File: src/rtl/bitonic_sort_dec_seq_pkg.sv
// Shared types and the compare-exchange schedule for the sequential descending bitonic sorter.
package sort_pkg;

   typedef enum logic [1:0] {StLoad, StSort, StDrain} state_e;

   localparam int unsigned N        = 4;
   localparam int unsigned NumSteps = 6;

   typedef logic [1:0] slot_t;
   typedef logic [2:0] step_t;

   // Steps 0-1 build a bitonic sequence, steps 2-5 merge it largest-first.
   localparam slot_t CasI    [NumSteps] = '{2'd0, 2'd2, 2'd0, 2'd1, 2'd0, 2'd2};
   localparam slot_t CasJ    [NumSteps] = '{2'd1, 2'd3, 2'd2, 2'd3, 2'd1, 2'd3};
   localparam logic  CasDesc [NumSteps] = '{1'b1, 1'b0, 1'b1, 1'b1, 1'b1, 1'b1};

   localparam step_t LastStep = 3'd5;
   localparam slot_t LastSlot = 2'd3;

endpackage

File: src/rtl/bitonic_sort_dec_seq_if.sv
// Streaming input/output bundle of the sorter; master drives words in and accepts results.
interface bitonic_sort_dec_seq_if #(
   parameter int unsigned W = 3
);
   logic         in_valid;
   logic         in_ready;
   logic [W-1:0] in_data;
   logic         out_valid;
   logic         out_ready;
   logic [W-1:0] out_data;
   logic         out_last;
   logic         busy;

   modport master (
      output in_valid, in_data, out_ready,
      input  in_ready, out_valid, out_data, out_last, busy
   );

   modport slave (
      input  in_valid, in_data, out_ready,
      output in_ready, out_valid, out_data, out_last, busy
   );
endinterface

File: src/rtl/bitonic_sort_dec_seq_cas.sv
// Combinational compare-exchange: lo_slot goes back to index i, hi_slot to index j.
module sort_cas_unit #(
   parameter int unsigned W = 3
) (
   input  logic [W-1:0] a,
   input  logic [W-1:0] b,
   input  logic         dir,
   output logic [W-1:0] lo_slot,
   output logic [W-1:0] hi_slot,
   output logic         swap
);

   // dir = 1 keeps the larger word at i; equal words never move.
   always_comb begin
      swap    = dir ? (a < b) : (a > b);
      lo_slot = swap ? b : a;
      hi_slot = swap ? a : b;
   end

endmodule

File: src/rtl/bitonic_sort_dec_seq.sv
// Sequential 4-word descending bitonic sorter: serial load, six time-shared CAS steps, serial drain.
module bitonic_sort_dec_seq
   import sort_pkg::*;
#(
   parameter int unsigned W = 3
) (
   input logic                  clk,
   input logic                  rst_n,
   bitonic_sort_dec_seq_if.slave bus
);

   state_e       state_q, state_d;
   slot_t        idx_q, idx_d;
   step_t        step_q, step_d;
   logic [W-1:0] words_q [N];
   logic [W-1:0] words_d [N];

   logic         in_fire, out_fire;
   slot_t        cas_i, cas_j;
   logic         cas_dir;
   logic [W-1:0] cas_lo, cas_hi;
   logic         cas_swap;

   assign in_fire  = bus.in_valid  & (state_q == StLoad);
   assign out_fire = bus.out_ready & (state_q == StDrain);

   assign cas_i   = CasI[step_q];
   assign cas_j   = CasJ[step_q];
   assign cas_dir = CasDesc[step_q];

   sort_cas_unit #(
      .W (W)
   ) u_cas (
      .a       (words_q[cas_i]),
      .b       (words_q[cas_j]),
      .dir     (cas_dir),
      .lo_slot (cas_lo),
      .hi_slot (cas_hi),
      .swap    (cas_swap)
   );

   // State register
   always_ff @(posedge clk or negedge rst_n) begin
      if (!rst_n) begin
         state_q <= StLoad;
      end else begin
         state_q <= state_d;
      end
   end

   // Next-state logic
   always_comb begin
      state_d = state_q;
      unique case (state_q)
         StLoad:  if (in_fire && idx_q == LastSlot) state_d = StSort;
         StSort:  if (step_q == LastStep) state_d = StDrain;
         StDrain: if (out_fire && idx_q == LastSlot) state_d = StLoad;
         default: state_d = StLoad;
      endcase
   end

   // Output decode, purely from registered state
   always_comb begin
      bus.in_ready  = (state_q == StLoad);
      bus.out_valid = (state_q == StDrain);
      bus.busy      = (state_q != StLoad);
      bus.out_data  = (state_q == StDrain) ? words_q[idx_q] : '0;
      bus.out_last  = (state_q == StDrain) && (idx_q == LastSlot);
   end

   // Datapath next state; idx wraps to 0 naturally after slot 3.
   always_comb begin
      idx_d   = idx_q;
      step_d  = step_q;
      words_d = words_q;
      unique case (state_q)
         StLoad: begin
            step_d = '0;
            if (in_fire) begin
               words_d[idx_q] = bus.in_data;
               idx_d          = idx_q + 2'd1;
            end
         end
         StSort: begin
            idx_d = '0;
            if (cas_swap) begin
               words_d[cas_i] = cas_lo;
               words_d[cas_j] = cas_hi;
            end
            step_d = (step_q == LastStep) ? 3'd0 : step_q + 3'd1;
         end
         StDrain: begin
            if (out_fire) idx_d = idx_q + 2'd1;
         end
         default: begin
            idx_d  = '0;
            step_d = '0;
         end
      endcase
   end

   always_ff @(posedge clk or negedge rst_n) begin
      if (!rst_n) begin
         idx_q  <= '0;
         step_q <= '0;
         for (int unsigned k = 0; k < N; k++) words_q[k] <= '0;
      end else begin
         idx_q   <= idx_d;
         step_q  <= step_d;
         words_q <= words_d;
      end
   end

endmodule

File: src/flat_wrapper.sv
// flat-port wrapper written by rule: the top's interface ports become plain ports
module bitonic_sort_dec_seq_flat import sort_pkg::*;
#(
   parameter int unsigned W = 3
)
  (clk, rst_n, bus_in_valid, bus_in_data, bus_out_ready, bus_in_ready, bus_out_valid, bus_out_data, bus_out_last, bus_busy);
  bitonic_sort_dec_seq_if #(.W(W)) bus_i ();
  input logic clk;
  input logic rst_n;
  input wire logic [$bits(bus_i.in_valid)-1:0] bus_in_valid;
  input wire logic [$bits(bus_i.in_data)-1:0] bus_in_data;
  input wire logic [$bits(bus_i.out_ready)-1:0] bus_out_ready;
  output wire logic [$bits(bus_i.in_ready)-1:0] bus_in_ready;
  output wire logic [$bits(bus_i.out_valid)-1:0] bus_out_valid;
  output wire logic [$bits(bus_i.out_data)-1:0] bus_out_data;
  output wire logic [$bits(bus_i.out_last)-1:0] bus_out_last;
  output wire logic [$bits(bus_i.busy)-1:0] bus_busy;
  assign bus_i.in_valid = bus_in_valid;
  assign bus_i.in_data = bus_in_data;
  assign bus_i.out_ready = bus_out_ready;
  assign bus_in_ready = bus_i.in_ready;
  assign bus_out_valid = bus_i.out_valid;
  assign bus_out_data = bus_i.out_data;
  assign bus_out_last = bus_i.out_last;
  assign bus_busy = bus_i.busy;
  bitonic_sort_dec_seq #(.W(W)) u_core (.clk(clk), .rst_n(rst_n), .bus(bus_i));
endmodule
File: config.mk
export PLATFORM = sky130hd
export DESIGN_NAME = bitonic_sort_dec_seq_flat
export DESIGN_NICKNAME = d
export VERILOG_FILES = /design/src/rtl/bitonic_sort_dec_seq_pkg.sv /design/src/rtl/bitonic_sort_dec_seq_if.sv /design/src/rtl/bitonic_sort_dec_seq_cas.sv /design/src/rtl/bitonic_sort_dec_seq.sv /design/src/flat_wrapper.sv
export SDC_FILE = /design/constraint.sdc
export NUM_CORES = 1
export LEC_CHECK = 0
export BUFFER_PORTS_ARGS = -buffer_cell sky130_fd_sc_hd__buf_2
export CORE_MARGIN = 4
export CORE_UTILIZATION = 41
export CTS_CLUSTER_DIAMETER = 150
export DETAILED_ROUTE_END_ITERATION = 8
export GPL_TIMING_DRIVEN = 0
export REMOVE_ABC_BUFFERS = 1
export SYNTH_ARGS = -nofsm -noshare
export SYNTH_HDL_FRONTEND = slang
export SYNTH_SLANG_ARGS = --single-unit
File: constraint.sdc
create_clock -name clk -period 3.65 [get_ports clk]
set_clock_uncertainty 0.2 [all_clocks]
set_input_delay 0.73 -clock clk [delete_from_list [all_inputs] [get_ports clk]]
set_output_delay 0.73 -clock clk [all_outputs]
set_load 0.02 [all_outputs]
==> flow_metrics.env, run 1 <==
export IMPL_status="finished, final reports clean"
export IMPL_async_reset_ff_share_pct=100
export IMPL_htreeDepth=1
export IMPL_nets=246
export IMPL_core_region_area_sq_um=4120
export IMPL_final_util_pct=51.3
export IMPL_crit_arrival_ns=3.48
export IMPL_place_area_sq_um=1870
export IMPL_finalMaxSlewViolations=0
export IMPL_drive_gt1_share_pct=28.0
export IMPL_finalHoldViolations=0
export IMPL_portBuffers=13
export IMPL_cts_num_sinks=19
export IMPL_dpl_cell_count=262
export IMPL_synth_edff_count=0
export IMPL_clk_pin_slew_ns=0.08
export IMPL_syn2layout_area_growth_pct=17.1
export IMPL_dieWidth_microns=74.3
export IMPL_clock_path_buffers=2
export IMPL_clock_latency_ns=0.26
export IMPL_worst_setup_path_start_kind="register"
export IMPL_ys_seq_area_share_pct=26.4
export IMPL_die_h_microns=74.3
export IMPL_cts_tree="done"
export IMPL_yosysTopAreaCell="dfrtp_1"
export IMPL_cp_slowest_cell="mux4_2"
export IMPL_crit_chain="or2b_4, nand2_4, mux4_2, inv_1, ha_1, or2_2, a21oi_2, o21ai_2, mux2i_4, a21oi_2, or2_1, a221o_1"
export IMPL_ys_types=48
export IMPL_fin_crit_sh_pct=96.7
export IMPL_relSlewSlack_pct=12.7
export IMPL_first_iter_violations=85
export IMPL_synth_warnings=0
export IMPL_setup_violations_final=0
export IMPL_insertedDiodeCount=0
export IMPL_rows=23
export IMPL_hold_ws_ns=0.204
export IMPL_synthCells=211
export IMPL_worstPathMaxFanout=6
export IMPL_ys_flop_type="dfrtp_1"
export IMPL_hpwlAfterDp_mm=3.51
export IMPL_fin_crit_ns=3.53
export IMPL_critPathKind="register to register"
export IMPL_synth_common_cells="nor2_1, dfrtp_1, nand2_1"
export IMPL_synth_top_area_share_pct=26.4
export IMPL_detail_route_wl_per_cell_microns=17.6
export IMPL_rsz0062_at_grt="no"
export IMPL_layout_cells_non_filler=282
export IMPL_cts_made_buffers=3
export IMPL_grt_pass1_vias=1652
export IMPL_drv_cap=0
export IMPL_end_kind="register"
export IMPL_synth_area_top_cells="dfrtp_1, mux4_2, mux2i_1"
export IMPL_ys_seq_elements=19
export IMPL_cp_common_cell="a21oi_2"
export IMPL_synthMostInstantiatedCell="nor2_1"
export IMPL_grt_max_degree=20
export IMPL_grt_pass1_wl_mm=8.29
export IMPL_hold_class="input port to asynchronous set/reset pin"
export IMPL_dieArea_sq_um=5520
export IMPL_synth_area_per_cell_sq_um=8.54
export IMPL_cts_hold_buf=0
export IMPL_drt_pass1_iter_count=4
export IMPL_grt_antenna_before_repair=0
export IMPL_cp_required_ns=3.60
export IMPL_gr_total_overflow=0
export IMPL_gp_congestion=0.845
export IMPL_boundaryPins=14
export IMPL_via_count=1689
export IMPL_root_buffer="clkbuf_8"
export IMPL_netlist_area_sq_um=1800
export IMPL_track_usage_pct=19.7
export IMPL_drt_total_wl_mm=4.96
export IMPL_ant_nets=0
export IMPL_drc=0
export IMPL_worstMarginPinSlew_ns=1.31
export IMPL_fmax_mhz=283
export IMPL_fin_area_sq_um=2110
export IMPL_max_stage_delay_ns=0.52
export IMPL_initial_core_util_pct=43.8
export IMPL_vias_per_cell=5.99
==> sequential cells by signal, summed over array words and instances (netlist names) <==
register and count:
u_core.step_q 3, u_core.idx_q 2, u_core.words_q 12, u_core.state_q 2
==> cell type report <==
class / instances / area (sq um)
fill: 390 / 2000
multi-input combinational: 173 / 1300
sequential: 19 / 480
timing repair buffer: 29 / 196
tap: 50 / 62.6
clock buffer: 3 / 41.3
inverter: 7 / 26.3
clock inverter: 1 / 5.00
==> worst paths after layout <==
kind                                               startpoint                       endpoint  slack [ns]  cells after the start
worst max-delay path             u_core.step_q[2]$_DFFE_PN0N_  u_core.words_q[0]$_DFFE_PN0P_        0.12                     12
worst min-delay path                                    rst_n  u_core.state_q[0]$_DFFE_PN0P_        0.20                      1
worst max register to register   u_core.step_q[2]$_DFFE_PN0N_  u_core.words_q[0]$_DFFE_PN0P_        0.12                     12
worst min register to register  u_core.words_q[9]$_DFFE_PN0P_  u_core.words_q[9]$_DFFE_PN0P_        0.34                      2
max in group asynchronous                               rst_n   u_core.step_q[0]$_DFFE_PN0N_        2.69                      1
min in group clk                u_core.words_q[9]$_DFFE_PN0P_  u_core.words_q[9]$_DFFE_PN0P_        0.34                      2
==> per-layer routing <==
| layer | GRT usage [%] | wire [microns] | vias up |
|---|---|---|---|
| met1 | 27.3 | 2250 | 799 |
| li1 | - | - | 819 |
| met3 | 2.97 | 305 | 12 |
| met4 | 6.92 | 120 | 0 |
| met5 | 0 | 0 | - |
| met2 | 31.6 | 2290 | 59 |
==> critical path: cells and delay by family (launching register included) <==
kind | cells | cell delay (ns)
simple gates | 4 | 0.95
fa+ha+maj | 1 | 0.22
compound gates | 4 | 0.69
flops | 1 | 0.44
mux | 2 | 0.82
buf+inv | 1 | 0.08
==> cell families after synthesis <==
| family | count (synthesis) | share of synthesized area, % |
|---|---|---|
| AO/OA/AOI/OAI | 56 | 20.9 |
| buffers and inverters | 19 | 4.58 |
| XOR/XNOR | 1 | 0.486 |
| adder cells (fa/ha/maj) | 6 | 4.16 |
| flip-flops | 19 | 26.4 |
| multiplexers | 24 | 18.0 |
| AND/OR/NAND/NOR | 86 | 25.5 |
==> what timing repair did <==
action / 4_1_cts / 5_1_grt
resized for setup: 5 / 12
endpoints found under the setup margin: 12 / 7
buffers inserted: 7 / 9
pin swaps: 0 / 4
==> through the flow <==
stage / setup slack [ns] / TNS, ns
CTS: 0.0292 / 0
finish: 0.121 / 0
floorplan: -0.167 / -0.497
detailed placement: -0.742 / -6.62
global placement: -0.772 / -6.82
global route: 0.0122 / 0
==> cells in the final DEF (no fill, tap or decap), types with 2 or more instances in the layout <==
| cell type | count |
|---|---|
| o21ai_0 | 11 |
| nor3_1 | 2 |
| nor2_1 | 20 |
| a21oi_2 | 3 |
| mux2_2 | 6 |
| and3_1 | 2 |
| mux2i_1 | 9 |
| mux2_1 | 2 |
| nor2b_1 | 5 |
| buf_2 | 13 |
| nand4_1 | 2 |
| and2_1 | 7 |
| a21o_1 | 3 |
| inv_1 | 7 |
| a22o_1 | 3 |
| nand2_1 | 17 |
| a31oi_1 | 2 |
| o221ai_1 | 2 |
| a32oi_2 | 2 |
| a21oi_1 | 13 |
| buf_4 | 13 |
| dfrtp_1 | 17 |
| nand3_1 | 12 |
| nor3b_1 | 2 |
| o21ai_2 | 3 |
| nand2b_1 | 5 |
| mux4_2 | 5 |
| ha_1 | 5 |
| o31ai_1 | 3 |
| nand3b_1 | 4 |
| buf_6 | 3 |
| a221o_1 | 2 |
| clkbuf_8 | 3 |
Power of run 1 is not shown: default switching activity piles up to over one toggle a cycle in this logic, so the estimate is an artifact.
==> run 2, diff against run 1 <==
--- a/config.mk
+++ b/config.mk
@@ -5,7 +5,7 @@
 export SDC_FILE = /design/constraint.sdc
 export NUM_CORES = 1
 export LEC_CHECK = 0
-export BUFFER_PORTS_ARGS = -buffer_cell sky130_fd_sc_hd__buf_2
+export BUFFER_PORTS_ARGS = -buffer_cell sky130_fd_sc_hd__buf_4
 export CORE_MARGIN = 4
 export CORE_UTILIZATION = 41
 export CTS_CLUSTER_DIAMETER = 150
==> run 2 against run 1 <==
Net effect: core utilization is 0.49 points higher; flip-flop and latch count is the same; die area unchanged; routed wire length decreased by 1.0%; largest cell class unchanged.
==> flow_metrics.env, run 2 (synthesis results as in run 1) <==
export IMPL_status="finished, final reports clean"
export IMPL_fin_crit_sh_pct=95.4
export IMPL_finalHoldViolations=0
export IMPL_finalMaxSlewViolations=0
export IMPL_insertedDiodeCount=0
export IMPL_drive_gt1_share_pct=27.3
export IMPL_initial_core_util_pct=43.8
export IMPL_dpl_cell_count=262
export IMPL_clock_latency_ns=0.26
export IMPL_drc=0
export IMPL_largest_reg_flops=12
export IMPL_nets=245
export IMPL_place_area_sq_um=1910
export IMPL_setup_violations_final=0
export IMPL_worst_setup_path_start_kind="register"
export IMPL_drv_cap=0
export IMPL_end_kind="register"
export IMPL_rows=23
export IMPL_die_h_microns=74.3
export IMPL_setup_ws_ns=0.168
export IMPL_cp_required_ns=3.60
export IMPL_portBuffers=13
export IMPL_hpwlAfterDp_mm=3.53
export IMPL_syn2layout_area_growth_pct=18.2
export IMPL_cts_num_sinks=19
export IMPL_reg2reg_depth=12
export IMPL_reg2reg_setup_slack_ns=0.17
export IMPL_fin_crit_ns=3.48
export IMPL_first_iter_violations=117
export IMPL_worstPathMaxFanout=6
export IMPL_dieArea_sq_um=5520
export IMPL_vias_per_cell=5.86
export IMPL_drt_pass1_iter_count=4
export IMPL_hold_class="input port to asynchronous set/reset pin"
export IMPL_worstMarginPinSlew_ns=1.23
export IMPL_fin_area_sq_um=2130
export IMPL_grt_antenna_before_repair=0
export IMPL_layout_commonest_cell="buf_4"
export IMPL_reg_top3="u_core.words_q x12, u_core.step_q x3"
export IMPL_track_usage_pct=19.7
export IMPL_dieWidth_microns=74.3
export IMPL_largest_register="u_core.words_q"
export IMPL_pre_cts_ws_ns=-0.745
export IMPL_layout_common_cells="buf_4, nor2_1, nand2_1, dfrtp_1, a21oi_1"
export IMPL_drt_total_wl_mm=4.91
export IMPL_clock_path_buffers=2
export IMPL_critPathKind="register to register"
export IMPL_core_region_area_sq_um=4120
export IMPL_boundaryPins=14
export IMPL_hold_ws_ns=0.132
export IMPL_htreeDepth=1
export IMPL_detail_route_wl_per_cell_microns=17.5
export IMPL_via_count=1648
export IMPL_rr_endpoint="u_core.words_q[1]$_DFFE_PN0P_"
export IMPL_cts_tree="done"
export IMPL_grt_max_degree=20
export IMPL_gr_total_overflow=0
export IMPL_clk_pin_slew_ns=0.07
export IMPL_cts_made_buffers=3
export IMPL_ant_nets=0
export IMPL_fmax_mhz=287
export IMPL_crit_arrival_ns=3.43
export IMPL_grt_pass1_vias=1573
export IMPL_gp_congestion=0.863
export IMPL_relSlewSlack_pct=18.0
export IMPL_root_buffer="clkbuf_8"
export IMPL_reg2reg_from="u_core.step_q[1]$_DFFE_PN0N_"
export IMPL_grt_pass1_wl_mm=8.19
export IMPL_layout_cells_non_filler=281
## run 2: changes by cell type in the layout (fill, tap and decap cells not counted), sizes merged
| cell | change |
|---|---|
| clkbuf | +1 |
| buf | -1 |
| clkinv | -1 |
## run 2: area by class of cell
class | instances | area [sq um]
Clock buffer | 4 | 45.0
Fill cell | 394 | 1980
Inverter | 7 | 26.3
Multi-Input combinational cell | 173 | 1300
Sequential cell | 19 | 480
Tap cell | 50 | 62.6
Timing Repair Buffer | 28 | 218
## run 2: worst max-delay path by stage
stage | startpoint | endpoint | cells past startpoint
6_report | u_core.step_q[1]$_DFFE_PN0N_ | u_core.words_q[1]$_DFFE_PN0P_ | 12
4_1_cts | u_core.step_q[2]$_DFFE_PN0N_ | u_core.words_q[7]$_DFFE_PN0P_ | 13
3_3_place_gp | u_core.step_q[0]$_DFFE_PN0N_ | u_core.words_q[0]$_DFFE_PN0P_ | 12
5_1_grt | u_core.step_q[1]$_DFFE_PN0N_ | u_core.words_q[6]$_DFFE_PN0P_ | 13
3_5_place_dp | u_core.step_q[0]$_DFFE_PN0N_ | u_core.words_q[0]$_DFFE_PN0P_ | 12
2_1_floorplan | u_core.step_q[0]$_DFFE_PN0N_ | u_core.words_q[1]$_DFFE_PN0P_ | 12
## run 2: through the flow
stage,utilization [%],TNS (ns)
after floorplan,-,-0.497
after global placement,46.3,-6.91
after detailed placement,46.3,-6.51
after CTS,49.0,0
after global routing,51.8,-0.0103
final,51.8,0
## run 2: repair_timing
action	4_1_cts	5_1_grt
hold buffers	0	0
pin swaps	0	3
endpoints found under the setup margin	12	9
cloned	0	0
setup buffers	6	9
resized for setup	5	12
## run 2: critical path: stages, from the launching register on
cell,delay (ns)
dfrtp_1,0.41
or2b_4,0.30
nand2_4,0.08
mux4_2,0.53
inv_1,0.08
ha_1,0.22
or2_2,0.30
a21oi_2,0.15
o21ai_2,0.10
mux2i_4,0.24
a21oi_1,0.11
or2_4,0.30
a221o_1,0.34
## run 2: routing by layer
metal | GRT usage, % | share of wire, %
met5 | 0 | 0
met4 | 7.11 | 2.2
met3 | 2.30 | 4.2
met2 | 30.3 | 45
met1 | 28.5 | 49
Power of run 2 is left out for the same reason.
==> run 3, diff against run 2 <==
--- a/config.mk
+++ b/config.mk
@@ -6,6 +6,7 @@
 export NUM_CORES = 1
 export LEC_CHECK = 0
 export BUFFER_PORTS_ARGS = -buffer_cell sky130_fd_sc_hd__buf_4
+export CAP_MARGIN = 25
 export CORE_MARGIN = 4
 export CORE_UTILIZATION = 41
 export CTS_CLUSTER_DIAMETER = 150
@@ -14,4 +15,5 @@
 export REMOVE_ABC_BUFFERS = 1
 export SYNTH_ARGS = -nofsm -noshare
 export SYNTH_HDL_FRONTEND = slang
+export SYNTH_HIERARCHICAL = 1
 export SYNTH_SLANG_ARGS = --single-unit
==> constraint.sdc (replaced) <==
create_clock -name clk -period 3.65 [get_ports clk]
set_clock_uncertainty 0.2 [all_clocks]
set_input_delay 0.365 -clock clk [delete_from_list [all_inputs] [get_ports clk]]
set_output_delay 0.365 -clock clk [all_outputs]
set_load 0.02 [all_outputs]
==> run 3 against run 2 <==
Net effect: core utilization rose by 0.11 points; routed wire length fell by 19%; via count fell by 16%.
==> flow_metrics.env, run 3 <==
export IMPL_reg2reg_setup_slack_ns=0.10
export IMPL_synthCells=167
export IMPL_setup_ws_ns=0.105
export IMPL_layout_commonest_cell="buf_4"
export IMPL_synth_common_cells="dfrtp_1, nand2_1, nand3_1"
export IMPL_setup_violations_final=0
export IMPL_drt_pass1_iter_count=4
export IMPL_ys_seq_elements=19
export IMPL_cts_num_sinks=19
export IMPL_root_buffer="clkbuf_8"
export IMPL_ant_nets=0
export IMPL_synthMostInstantiatedCell="dfrtp_1"
export IMPL_largest_register="u_core/words_q"
export IMPL_p_leak_nw=0.933
export IMPL_grt_max_degree=24
export IMPL_min_path_cells=3
export IMPL_async_reset_ff_share_pct=100
export IMPL_hold_class="input port to register"
export IMPL_hold_start="bus_in_valid"
export IMPL_hpwlAfterDp_mm=2.85
export IMPL_p_total_mw=1.86
export IMPL_power_frac_comb_pct=70.6
export IMPL_grt_pass1_wl_mm=6.25
export IMPL_ys_seq_area_share_pct=28.8
export IMPL_nFillCells=343
export IMPL_drc=0
export IMPL_fin_crit_sh_pct=97.1
export IMPL_maxUsedRoutingLayer="met4"
export IMPL_routedLengthMet1_mm=1.72
export IMPL_grt_pass1_vias=1281
export IMPL_largest_reg_flops=12
export IMPL_cp_num_buf_inv=1
export IMPL_vias_per_cell=5.86
export IMPL_finalHoldViolations=0
export IMPL_portBuffers=13
export IMPL_reg2reg_from="u_core/step_q[2]$_DFFE_PN0P_"
export IMPL_reg2reg_depth=12
export IMPL_worstMarginPinSlew_ns=0.780
export IMPL_dieArea_sq_um=5100
export IMPL_path_delay_family="multiplexers"
export IMPL_synth_area_top_cells="dfrtp_1, mux4_2, mux2_4"
export IMPL_cp_slowest_cell="mux4_2"
export IMPL_first_iter_violations=78
export IMPL_via_count=1390
export IMPL_die_h_microns=71.4
export IMPL_initial_core_util_pct=43.7
export IMPL_fmax_mhz=282
export IMPL_status="finished, final reports clean"
export IMPL_gp_congestion=0.896
export IMPL_insertedDiodeCount=0
export IMPL_dieWidth_microns=71.4
export IMPL_crit_chain="nand2b_4, nand2_4, mux4_2, ha_4, nand2_1, o21ai_2, mux2_4, buf_12, mux2_4, and3_1, a221o_1, mux2_2"
export IMPL_finalMaxSlewViolations=0
export IMPL_ys_flop_type="dfrtp_1"
export IMPL_rr_endpoint="u_core/words_q[3]$_DFFE_PN0P_"
export IMPL_relSlewSlack_pct=48.0
export IMPL_cts_tree="done"
export IMPL_p_int_mw=1.06
export IMPL_grt_antenna_before_repair=0
export IMPL_power_share_clock_pct=7.8
export IMPL_seqPwrFrac_pct=21.6
export IMPL_clock_latency_ns=0.25
export IMPL_htreeDepth=1
export IMPL_worstPathMaxFanout=5
export IMPL_critPathKind="register to register"
export IMPL_power_density_nw_per_um2=950
export IMPL_yosysTopAreaCell="dfrtp_1"
export IMPL_pre_cts_ws_ns=-0.439
export IMPL_clk_pin_slew_ns=0.07
export IMPL_netlist_area_sq_um=1650
export IMPL_drv_cap=0
export IMPL_reg_top3="u_core/words_q x12, u_core/step_q x3"
export IMPL_synth_area_per_cell_sq_um=9.87
export IMPL_final_util_pct=51.9
export IMPL_boundaryPins=14
export IMPL_synth_warnings=6
export IMPL_power_switching_mw=0.802
export IMPL_core_region_area_sq_um=3770
export IMPL_nets=205
export IMPL_cp_required_ns=3.59
export IMPL_layout_common_cells="buf_4, nand2_1, dfrtp_1, nand3_1, mux2_2"
export IMPL_rows=22
export IMPL_track_usage_pct=15.4
export IMPL_max_stage_delay_ns=0.55
export IMPL_crit_arrival_ns=3.49
export IMPL_drive_gt1_share_pct=38.6
export IMPL_hold_path_end="u_core/state_q[0]$_DFFE_PN0P_"
export IMPL_wl_met3_microns=240
export IMPL_irDropWorstVdd_v=0.000352
export IMPL_drt_total_wl_mm=4.00
export IMPL_dr_wl_met2_mm=1.96
export IMPL_cts_made_buffers=3
export IMPL_clock_path_buffers=2
export IMPL_worst_setup_path_start_kind="register"
export IMPL_detail_route_wl_per_cell_microns=16.9
export IMPL_p_sw_share_pct=43.1
export IMPL_ys_types=41
export IMPL_syn2layout_area_growth_pct=18.7
export IMPL_fin_crit_ns=3.55
export IMPL_end_kind="register"
export IMPL_gr_total_overflow=0
export IMPL_cp_common_cell="mux2_4"
export IMPL_synth_top_area_share_pct=28.8
export IMPL_synth_edff_count=0
==> run 3: cell count changes after synthesis, sizes merged, moves of 4 or more <==
cell	before	now
a21oi	16	4
mux2	8	19
nor2	20	6
clkbuf	8	3
mux2i	11	7
o31ai	4	0
nand3b	4	0
==> run 3: final cells by class <==
class	count	area [sq um]	area share [%]
multi-input cells	130	1120	57.3
flip-flops and latches	19	479	24.5
repair buffers	27	218	11.1
well taps	48	60.1	3.07
clock buffers	4	45.0	2.30
inverters	9	33.8	1.73
==> run 3: kinds of logic (layout without fill, tap and decap cells) <==
| family | count (synthesis) | in the layout | share of synthesized area [%] |
|---|---|---|---|
| AOI/OAI and AO/OA | 29 | 29 | 11.7 |
| xor gates and xnor gates | 1 | 1 | 0.531 |
| adders and majority gates | 8 | 8 | 6.07 |
| buffers and inverters | 18 | 40 | 6.45 |
| DFF | 19 | 19 | 28.8 |
| muxes | 32 | 32 | 27.0 |
| and+or+nand+nor | 60 | 60 | 19.4 |
==> run 3: timing repair <==
item	CTS	global route
pin swaps	0	1
endpoints found under the hold margin	19	0
resized for setup	8	10
cloned	0	0
endpoints found under the setup margin	12	6
buffers inserted	7	6
hold buffers	1	0
==> run 3: per-layer routing <==
| metal | global-route usage [%] | up-vias |
|---|---|---|
| li1 | - | 654 |
| met1 | 20.6 | 669 |
| met2 | 25.3 | 59 |
| met3 | 1.54 | 8 |
| met4 | 6.26 | 0 |
| met5 | 0 | - |
==> run 3: worst max-delay path by stage <==
| stage | start | endpoint | depth (start not counted) |
|---|---|---|---|
| after global placement | u_core/step_q[0]$_DFFE_PN0P_ | u_core/words_q[8]$_DFFE_PN0P_ | 12 |
| after floorplan | u_core/step_q[2]$_DFFE_PN0P_ | u_core/words_q[7]$_DFFE_PN0P_ | 12 |
| after CTS | u_core/step_q[2]$_DFFE_PN0P_ | u_core/words_q[8]$_DFFE_PN0P_ | 12 |
| after detailed placement | u_core/step_q[0]$_DFFE_PN0P_ | u_core/words_q[8]$_DFFE_PN0P_ | 12 |
| after global routing | u_core/step_q[2]$_DFFE_PN0P_ | u_core/words_q[5]$_DFFE_PN0P_ | 12 |
| final | u_core/step_q[2]$_DFFE_PN0P_ | u_core/words_q[3]$_DFFE_PN0P_ | 12 |
==> run 3: metrics by stage <==
step           hold slack (ns)  cells  instance area [sq um]  setup TNS, ns
2_1_floorplan           -0.131    158                   1580              0
3_3_place_gp            0.0473    219                   1730          -2.58
3_5_place_dp            0.0543    219                   1730          -2.99
4_1_cts                  0.154    231                   1880              0
5_1_grt                  0.182    237                   1960        -0.0246
6_report                 0.157    237                   1960              0
==> run 3: power groups by stage <==
stage | Combinational (mW) | Sequential, mW | Clock [mW]
after CTS | 1.23 | 0.400 | 0.151
after detailed placement | 1.02 | 0.424 | 0
after global placement | 1.01 | 0.418 | 0
final | 1.31 | 0.402 | 0.145
after global routing | 1.42 | 0.414 | 0.156
after floorplan | 0.808 | 0.376 | 0
==> run 3: worst min-delay path, delay by kind of cell <==
family | cells | cell delay [ns]
buffers and inverters | 1 | 0.09
AND/OR/NAND/NOR | 2 | 0.13
Note: power is estimated with default switching activity, not from simulation.
